===== config.mk =====
export PLATFORM = sky130hd
export DESIGN_NAME = multicycle_core
export DESIGN_NICKNAME = d
export VERILOG_FILES = /design/src/rtl/multicycle_pkg.sv /design/src/rtl/multicycle_regfile.sv /design/src/rtl/multicycle_core.sv
export SDC_FILE = /design/constraint.sdc
export NUM_CORES = 1
export LEC_CHECK = 0
export ABC_AREA = 1
export BUFFER_PORTS_ARGS = -buffer_cell sky130_fd_sc_hd__buf_2
export CAP_MARGIN = 30
export CELL_PAD_IN_SITES_DETAIL_PLACEMENT = 2
export CELL_PAD_IN_SITES_GLOBAL_PLACEMENT = 2
export CORE_MARGIN = 2
export CORE_UTILIZATION = 37
export CTS_CLUSTER_SIZE = 20
export DETAILED_ROUTE_END_ITERATION = 8
export MAX_ROUTING_LAYER = met4
export PLACE_DENSITY_LB_ADDON = 0.12
export RECOVER_POWER = 25
export SYNTH_ARGS = -nofsm -noshare
export SYNTH_HDL_FRONTEND = slang
export SYNTH_SLANG_ARGS = --single-unit

===== constraint.sdc =====
create_clock -name clk -period 7.5 [get_ports clk]
set_input_delay 2.25 -clock clk [delete_from_list [all_inputs] [get_ports clk]]
set_output_delay 2.25 -clock clk [all_outputs]
set_load 0.01 [all_outputs]

===== src/rtl/multicycle_pkg.sv =====
// Shared opcodes, FSM states and instruction field
// positions for the multi-cycle core.
package multicycle_pkg;

  localparam logic [4:0] OP_ADD  = 5'b00000;
  localparam logic [4:0] OP_SUB  = 5'b00001;
  localparam logic [4:0] OP_AND  = 5'b00010;
  localparam logic [4:0] OP_OR   = 5'b00011;
  localparam logic [4:0] OP_XOR  = 5'b00100;
  localparam logic [4:0] OP_SLT  = 5'b00101;
  localparam logic [4:0] OP_ADDI = 5'b01000;
  localparam logic [4:0] OP_LW   = 5'b01001;
  localparam logic [4:0] OP_SW   = 5'b01010;
  localparam logic [4:0] OP_BEQ  = 5'b01100;
  localparam logic [4:0] OP_JMP  = 5'b01110;
  localparam logic [4:0] OP_HALT = 5'b11111;

  localparam int F_OP_HI  = 15;
  localparam int F_OP_LO  = 11;
  localparam int F_RD_HI  = 10;
  localparam int F_RD_LO  = 8;
  localparam int F_RA_HI  = 7;
  localparam int F_RA_LO  = 5;
  localparam int F_RB_HI  = 4;
  localparam int F_RB_LO  = 2;
  localparam int F_IMM_HI = 4;
  localparam int F_IMM_LO = 0;
  localparam int F_JT_HI  = 10;
  localparam int F_JT_LO  = 0;

  typedef enum logic [2:0] {
    BOOT,
    FETCH,
    DECODE,
    EXEC,
    MEM,
    WB,
    HALT
  } state_t;

endpackage


===== src/rtl/multicycle_regfile.sv =====
// 8-entry register file: two operand read ports, one
// write port and a debug read port; r0 reads as zero.
import multicycle_pkg::*;

module multicycle_regfile #(
  parameter int DATA_W = 8
) (
  input  logic              clk,
  input  logic              rst,
  input  logic [2:0]        i_ra1,
  input  logic [2:0]        i_ra2,
  input  logic [2:0]        i_ra3,
  input  logic              i_we,
  input  logic [2:0]        i_wa,
  input  logic [DATA_W-1:0] i_wd,
  output logic [DATA_W-1:0] o_rd1,
  output logic [DATA_W-1:0] o_rd2,
  output logic [DATA_W-1:0] o_rd3
);

  logic [DATA_W-1:0] r_mem [8];

  always_ff @(posedge clk or negedge rst) begin
    if (!rst) begin
      for (int i = 0; i < 8; i++) r_mem[i] <= '0;
    end else if (i_we && i_wa != 3'd0) begin
      r_mem[i_wa] <= i_wd;
    end
  end

  assign o_rd1 = (i_ra1 == 3'd0) ? '0 : r_mem[i_ra1];
  assign o_rd2 = (i_ra2 == 3'd0) ? '0 : r_mem[i_ra2];
  assign o_rd3 = (i_ra3 == 3'd0) ? '0 : r_mem[i_ra3];

endmodule


===== src/rtl/multicycle_core.sv =====
// Multi-cycle 16-bit-instruction core: FETCH/DECODE/EXEC/
// MEM/WB FSM with req/ack instruction and data memories.
import multicycle_pkg::*;

module multicycle_core #(
  parameter int DATA_W   = 8,
  parameter int PC_W     = 8,
  parameter int RESET_PC = 0
) (
  input  logic              clk,
  input  logic              rst,
  output logic              imem_req,
  output logic [PC_W-1:0]   imem_addr,
  input  logic              imem_ack,
  input  logic [15:0]       imem_rdata,
  output logic              dmem_req,
  output logic              dmem_we,
  output logic [DATA_W-1:0] dmem_addr,
  output logic [DATA_W-1:0] dmem_wdata,
  input  logic              dmem_ack,
  input  logic [DATA_W-1:0] dmem_rdata,
  input  logic [2:0]        dbg_raddr,
  output logic [DATA_W-1:0] dbg_rdata,
  output logic [PC_W-1:0]   pc,
  output logic              halted,
  output logic              retire,
  output logic              illegal
);

  state_t            r_state;
  state_t            w_next;
  logic [PC_W-1:0]   r_pc;
  logic [15:0]       r_ir;
  logic [DATA_W-1:0] r_a;
  logic [DATA_W-1:0] r_b;
  logic [DATA_W-1:0] r_res;

  logic [4:0]        w_op;
  logic [2:0]        w_rd;
  logic [2:0]        w_ra;
  logic [2:0]        w_rb;
  logic [2:0]        w_rsel;
  logic [4:0]        w_imm5;
  logic [DATA_W-1:0] w_imm_d;
  logic [PC_W-1:0]   w_imm_p;
  logic [PC_W-1:0]   w_jt;
  logic [DATA_W-1:0] w_alu;
  logic [DATA_W-1:0] w_rd1;
  logic [DATA_W-1:0] w_rd2;
  logic              w_we;
  logic              w_is_alu;
  logic              w_is_addi;
  logic              w_is_lw;
  logic              w_is_sw;
  logic              w_is_beq;
  logic              w_is_jmp;
  logic              w_is_halt;

  assign w_op    = r_ir[F_OP_HI:F_OP_LO];
  assign w_rd    = r_ir[F_RD_HI:F_RD_LO];
  assign w_ra    = r_ir[F_RA_HI:F_RA_LO];
  assign w_rb    = r_ir[F_RB_HI:F_RB_LO];
  assign w_imm5  = r_ir[F_IMM_HI:F_IMM_LO];
  assign w_imm_d = DATA_W'($signed(w_imm5));
  assign w_imm_p = PC_W'($signed(w_imm5));
  assign w_jt    = PC_W'(r_ir[F_JT_HI:F_JT_LO]);

  assign w_is_alu  = (w_op <= OP_SLT);
  assign w_is_addi = (w_op == OP_ADDI);
  assign w_is_lw   = (w_op == OP_LW);
  assign w_is_sw   = (w_op == OP_SW);
  assign w_is_beq  = (w_op == OP_BEQ);
  assign w_is_jmp  = (w_op == OP_JMP);
  assign w_is_halt = (w_op == OP_HALT);

  // SW and BEQ use rd as their second source operand
  assign w_rsel = (w_is_sw || w_is_beq) ? w_rd : w_rb;

  multicycle_regfile #(.DATA_W(DATA_W)) u_rf (
    .clk   (clk),
    .rst   (rst),
    .i_ra1 (w_ra),
    .i_ra2 (w_rsel),
    .i_ra3 (dbg_raddr),
    .i_we  (w_we),
    .i_wa  (w_rd),
    .i_wd  (r_res),
    .o_rd1 (w_rd1),
    .o_rd2 (w_rd2),
    .o_rd3 (dbg_rdata)
  );

  always_comb begin
    w_alu = r_a + w_imm_d;
    unique case (1'b1)
      w_op == OP_ADD: w_alu = r_a + r_b;
      w_op == OP_SUB: w_alu = r_a - r_b;
      w_op == OP_AND: w_alu = r_a & r_b;
      w_op == OP_OR:  w_alu = r_a | r_b;
      w_op == OP_XOR: w_alu = r_a ^ r_b;
      w_op == OP_SLT:
        w_alu = {{(DATA_W-1){1'b0}},
                 $signed(r_a) < $signed(r_b)};
      default: ;
    endcase
  end

  always_ff @(posedge clk or negedge rst) begin
    if (!rst) r_state <= BOOT;
    else      r_state <= w_next;
  end

  always_comb begin
    w_next   = r_state;
    imem_req = 1'b0;
    dmem_req = 1'b0;
    dmem_we  = 1'b0;
    w_we     = 1'b0;
    retire   = 1'b0;
    illegal  = 1'b0;
    halted   = 1'b0;
    unique case (r_state)
      BOOT: w_next = FETCH;
      FETCH: begin
        imem_req = 1'b1;
        if (imem_ack) w_next = DECODE;
      end
      DECODE: w_next = EXEC;
      EXEC: begin
        unique case (1'b1)
          w_is_alu || w_is_addi: w_next = WB;
          w_is_lw || w_is_sw:    w_next = MEM;
          w_is_halt: begin
            retire = 1'b1;
            w_next = HALT;
          end
          w_is_beq || w_is_jmp: begin
            retire = 1'b1;
            w_next = FETCH;
          end
          default: begin
            retire  = 1'b1;
            illegal = 1'b1;
            w_next  = FETCH;
          end
        endcase
      end
      MEM: begin
        dmem_req = 1'b1;
        dmem_we  = w_is_sw;
        if (dmem_ack) begin
          retire = w_is_sw;
          w_next = w_is_lw ? WB : FETCH;
        end
      end
      WB: begin
        w_we   = 1'b1;
        retire = 1'b1;
        w_next = FETCH;
      end
      HALT: halted = 1'b1;
      default: w_next = BOOT;
    endcase
  end

  always_ff @(posedge clk or negedge rst) begin
    if (!rst) begin
      r_pc  <= PC_W'(RESET_PC);
      r_ir  <= '0;
      r_a   <= '0;
      r_b   <= '0;
      r_res <= '0;
    end else begin
      if (r_state == FETCH && imem_ack) begin
        r_ir <= imem_rdata;
        r_pc <= r_pc + PC_W'(1);
      end
      if (r_state == DECODE) begin
        r_a <= w_rd1;
        r_b <= w_rd2;
      end
      if (r_state == EXEC) begin
        r_res <= w_alu;
        // pc already points past the branch here
        if (w_is_beq && r_a == r_b) r_pc <= r_pc + w_imm_p;
        if (w_is_jmp)               r_pc <= w_jt;
      end
      if (r_state == MEM && dmem_ack && w_is_lw)
        r_res <= dmem_rdata;
    end
  end

  assign imem_addr  = r_pc;
  assign pc         = r_pc;
  assign dmem_addr  = r_res;
  assign dmem_wdata = r_b;

endmodule


### After elaboration in Yosys (flattened, before gate mapping)

Cells that the tools add are included.

| cells by class | value |
|---|---|
| bitwise gates (word level) | 8 |
| reductions and logical operators | 21 |
| add/subtract/negate cells | 5 |
| $lt $le $gt $ge | 7 |
| muxes and demuxes | 38 |
| eq/ne operators | 20 |

Operators by type and width:

| kind | count |
|---|---|
| $mux W8 | 16 |
| $bmux W8 S3 | 3 |
| $bwmux W64 | 1 |
| $pmux W8 S6 | 1 |
| $eq A5 B4 Y1 const B | 5 |
| $add A8 B8 Y8 | 3 |
| $demux W8 S3 | 1 |
| $pmux W3 S6 | 1 |
| $ge A4 B4 Y1 const B | 4 |
| $not A3 Y4 | 4 |
| $logic_not A3 Y1 | 4 |
| $mux W3 | 4 |
| $eq A5 B2 Y1 const B | 2 |
| $eq A5 B3 Y1 const B | 2 |
| $eq A3 B3 Y1 const B | 3 |
| $mux W1 | 9 |
| $pmux W3 S3 | 1 |
| $add A8 B1 Y8 const B | 1 |
| $and A8 B8 Y8 | 1 |
| $eq A8 B8 Y1 | 1 |
| $lt A8 B8 Y1 | 1 |
| $or A8 B8 Y8 | 1 |
| $sub A8 B8 Y8 | 1 |
| $xor A8 B8 Y8 | 1 |
| other kinds (17) | 28 |

| storage, ports and cells | value |
|---|---|
| output and inout bits | 46 |
| logic and storage cells | 113 |
| register bits | 115 |
| bits of input ports | 31 |

### Depth between registers and ports, before layout

| logic depth | value |
|---|---|
| depth after elaboration | 8 |
| depth in mapped cells | 18 |
| mapped depth without buffers | 18 |

### Modules after synthesis

From an unflattened synthesis, not the netlist that was laid out.

| unflattened totals | value |
|---|---|
| cell total of the unflattened synthesis | 1372 |
| area, all modules | 8790.9 um2 |

By module, submodules not included:

| module | times used | sequential area each (um2) | area each (um2) | cells an instance |
|---|---|---|---|---|
| multicycle_core | 1 | 1276.2 | 4420.5 | 663 |
| multicycle_regfile | 1 | 1601.5 | 4370.4 | 709 |

### Worst setup path after synthesis

OpenSTA, ideal clock, no wires.

| path | value |
|---|---|
| kind | in2out |
| start point | input port dbg_raddr[1] |
| end point | output port dbg_rdata[6] |
| data required time | 5250 ps |
| stages | 8 |
| path buffers | 2 |
| setup slack | 1930 ps |
| arrival | 3320 ps |
| path through | buf_2 > clkinv_1 > clkbuf_1 > a21oi_1 > o21ai_0 > nand3_1 > nand2_1 > a31oi_1 |

| between the ends | value |
|---|---|
| cells in the longest elaborated chain, start to end | 5 |
| elaborated cells on any way between the ends | 6 |
| those cells by class | mux (4); bitwise (1); reduce/logical (1) |

RTL lines:

| element | RTL line | source |
|---|---|---|
| from (decl) | multicycle_core.sv:22 | `input logic [2:0] dbg_raddr,` |
| $not A3 Y4 (implied by the code) | multicycle_regfile.sv:33 | `assign o_rd3 = (i_ra3 == 3'd0) ? '0 : r_mem[i_ra3];` |
| $bmux W8 S3 | multicycle_regfile.sv:33 |  |
| $mux W8 (implied by the code) (2 in series) | multicycle_regfile.sv:33 |  |
| $mux W8 (*) | multicycle_regfile.sv:33 |  |
| to (decl) | multicycle_core.sv:23 | `output logic [DATA_W-1:0] dbg_rdata,` |

Mark *: on every way between the ends. The rest lies on a longest branch, timed or not. The select of a mux whose other input is x is not followed.

### Final worst setup path

| path | value |
|---|---|
| start point | input port dbg_raddr[1] |
| end point | output port dbg_rdata[7] |

Same word-level chain as after synthesis.

==> impl_metrics.json <==
{
  "root_buffer": "clkbuf_16",
  "drc": 0,
  "irDropWorstVdd_mv": 0.1568,
  "min_from": "u_rf.r_mem[61]$_DFFE_PN0P_",
  "worstMarginPinSlew_ps": 1655,
  "synth.avg_cell_area_um2": 6.871,
  "end_kind": "output pin",
  "htree_levels": 4,
  "die_h_um": 153.5,
  "grt_pass1_wl_um": 56930,
  "final_area_um2": 9358,
  "ys_ff_latch": 115,
  "cts_buffers": 17,
  "avgRoutedWirePerCell_um": 23.54,
  "synth_area_leaders": "dfrtp_1 (35%), nand2_1 (13%), o21ai_0 (9.6%)",
  "report.final.slew_viol_count": 37,
  "comb_power_share": 0.035,
  "synth.distinct_cells": 40,
  "arrival_ps": 4030,
  "io_buffer_count": 76,
  "num_rows": 54,
  "critPathKind": "in -> out",
  "fin_nets": 1322,
  "core_area_um2": 21890,
  "final_cells": 1542,
  "dr.pass1.iters": 5,
  "track_usage": 0.3241,
  "postCtsSetupBuffers": 0,
  "chipWidth_um": 153.5,
  "grt_max_degree": 60,
  "cts_sinks": 115,
  "syn_nets": 1276,
  "max_cap_viol_count": 1,
  "cts.clk_slew.worst_paths_ps": 70,
  "wl_um": 36300,
  "vias": 8906,
  "overflow": 0,
  "syn-cell-area_um2": 8265,
  "status": "finished, violations left",
  "clock.fmax_mhz": 159.2,
  "grtUsageMet2": 0.5534,
  "synthCells": 1203,
  "yosysSeqAreaShare": 0.3482,
  "slew_headroom": -0.1032,
  "die-area_um2": 23550,
  "cts_resized": 0,
  "area_growth_pct": 13.22,
  "pwr-share-seq": 0.402,
  "hold_slack_ps": 374.9,
  "dp_hpwl_um": 26430,
  "p_int_w": 0.001115,
  "totalNegativeSetupSlack_ps": 0,
  "synth_top_area_share": 0.3482,
  "hold_viol_final": 0,
  "drtIter0Drc": 537,
  "violations": "capacitance limit, slew limit",
  "gp_congestion": 0.9096,
  "met1_usage": 0.3883,
  "r2r_start": "r_ir[11]$_DFFE_PN0P_",
  "n_fill_cell": 2668,
  "p_switching_w": 0.0004283,
  "grt_pass1_vias": 9694,
  "power_density_nw_per_um2": 164.9,
  "fin_skew_ps": 12.60,
  "drive_above_1_share": 0.1125,
  "startpoint": "dbg_raddr[1]",
  "antenna_cells": 0,
  "initial_core_util": 0.3776,
  "clk_path_buf_depth": 2,
  "worstPathMaxFanout": 17,
  "drtAntennaViolNets": 0,
  "finalSetupViolations": 0,
  "io_pins": 77,
  "rsz0062_at_grt": "no",
  "dp.cells": 1510,
  "place_area_um2": 8773,
  "use_met3": 0.04423,
  "synth_top_area_cell": "dfrtp_1",
  "switching_share": 0.2776,
  "post-route-min-period_ps": 6283,
  "clk_latency_ps": 450,
  "vias_per_cell": 5.776,
  "cts_tree": "built",
  "required_ps": 5250,
  "p_leak_nw": 4.715,
  "synth_warnings": 0,
  "crit_path_start_kind": "input pin",
  "min_path_type": "reg -> reg",
  "postCtsHoldBufs": 0,
  "busiest_layer": "met2",
  "clkPwrFrac": 0.563,
  "grt_antenna_before_repair": 0,
  "period_share": 0.8377
}
-- logic make-up (layout without fill, tap and decap cells) --
family / Yosys count / after routing / share of synthesized area
AO/OA/AOI/OAI: 272 / 272 / 0.1726
XOR/XNOR: 10 / 10 / 0.01060
adder cells (fa/ha/maj): 42 / 42 / 0.06630
buffers and inverters: 213 / 272 / 0.1049
flip-flops: 115 / 115 / 0.3482
AND/OR/NAND/NOR: 551 / 551 / 0.2975
-- flip-flops by register name, indices dropped and copies added, names as in the netlist --
signal and cells:
dmem_addr 8, dmem_wdata 8, imem_addr 8, r_a 8, r_ir 16, r_state 3
u_rf.r_mem 64
-- path summary, 6_finish.rpt --
kind / end / slack (ps) / cells after the start
setup / recovery: dbg_rdata[7] / 1220 / 8
hold / removal: u_rf.r_mem[61]$_DFFE_PN0P_ / 370 / 0
setup reg to reg: dmem_addr[7]$_DFFE_PN0P_ / 3850 / 18
hold reg to reg: u_rf.r_mem[61]$_DFFE_PN0P_ / 370 / 0
max in group asynchronous: r_a[1]$_DFFE_PN0P_ / 4250 / 2
min in group asynchronous: imem_addr[1]$_DFF_PN0_ / 1910 / 1
-- cell type report --
cell class,instances,area [µm²],area share
clock buffers,17,425.4,0.04546
clock inverters,15,185.2,0.01979
inverters,158,593.1,0.06338
multi-input cells,875,4506,0.4815
flip-flops and latches,115,2878,0.3075
well taps,280,350.3,0.03744
repair buffers,82,420.4,0.04493
-- metrics by stage --
step	utilization	power [W]	setup slack, ps
finish	0.4275	0.001543	1217
global route	0.4275	0.001580	1101
CTS	0.4287	0.001553	1253
detailed placement	0.4008	0.0006854	1322
global placement	0.4003	0.0006838	1333
floorplan	-	0.0006541	1930
-- cell usage after synthesis, drive strengths merged --
cell type / number
ha: 39
and3: 2
dfrtp: 115
o31ai: 3
buf: 19
nor2: 66
inv: 154
o2111ai: 1
nor3: 9
clkbuf: 36
a32oi: 2
o311ai: 1
o211ai: 10
o21bai: 1
or2: 2
nand2: 304
xor2: 5
a31oi: 8
o21ai: 159
xnor2: 5
o21a: 2
nand4: 15
fa: 3
clkinv: 4
nand3: 149
nor4: 1
a21oi: 85
nand3b: 3
-- layout by cell type, fill, tap and decap left out, types with 2 or more instances in the layout --
| cell | n |
|---|---|
| buf_4 | 5 |
| clkbuf_1 | 2 |
| inv_1 | 151 |
| inv_8 | 5 |
| dfrtp_1 | 115 |
| ha_1 | 39 |
| o211ai_1 | 10 |
| a21oi_1 | 85 |
| a32oi_1 | 2 |
| inv_2 | 3 |
| o31ai_1 | 3 |
| clkinv_1 | 4 |
| nand3b_1 | 3 |
| o21ai_0 | 158 |
| o21a_1 | 2 |
| nor3_1 | 6 |
| fa_1 | 3 |
| nand3_1 | 145 |
| nand3_2 | 4 |
| buf_2 | 75 |
| clkinvlp_4 | 2 |
| and3_1 | 2 |
| clkinv_8 | 3 |
| nor2_2 | 6 |
| nor3_2 | 2 |
| nand2_4 | 5 |
| xor2_1 | 5 |
| inv_6 | 3 |
| xnor2_1 | 5 |
| nor2_1 | 59 |
| nand2_1 | 293 |
| nand2_2 | 6 |
| a31oi_1 | 8 |
| nand4_1 | 15 |
| or2_2 | 2 |
| clkbuf_16 | 17 |
-- power groups by stage --
stage	Sequential [W]	Combinational, W	Clock, W
2_1_floorplan	0.000632	0.0000222	0
3_3_place_gp	0.000632	0.0000521	0
3_5_place_dp	0.000632	0.0000536	0
4_1_cts	0.000620	0.0000544	0.000879
5_1_grt	0.000620	0.0000600	0.000901
6_report	0.000620	0.0000535	0.000869
-- layer usage --
metal,wire length [µm],share of wire
met4,1298,0.036
met2,18230,0.50
met1,15390,0.42
met5,0,0
met3,1376,0.038
-- critical path, stage by stage --
cell and delay, ps:
buf_2 290, clkinv_1 510, a21oi_1 310, o21ai_0 160
nand3_1 100, nand2_1 70, a31oi_1 180, buf_2 160
Note: power is estimated with default switching activity, not from simulation.
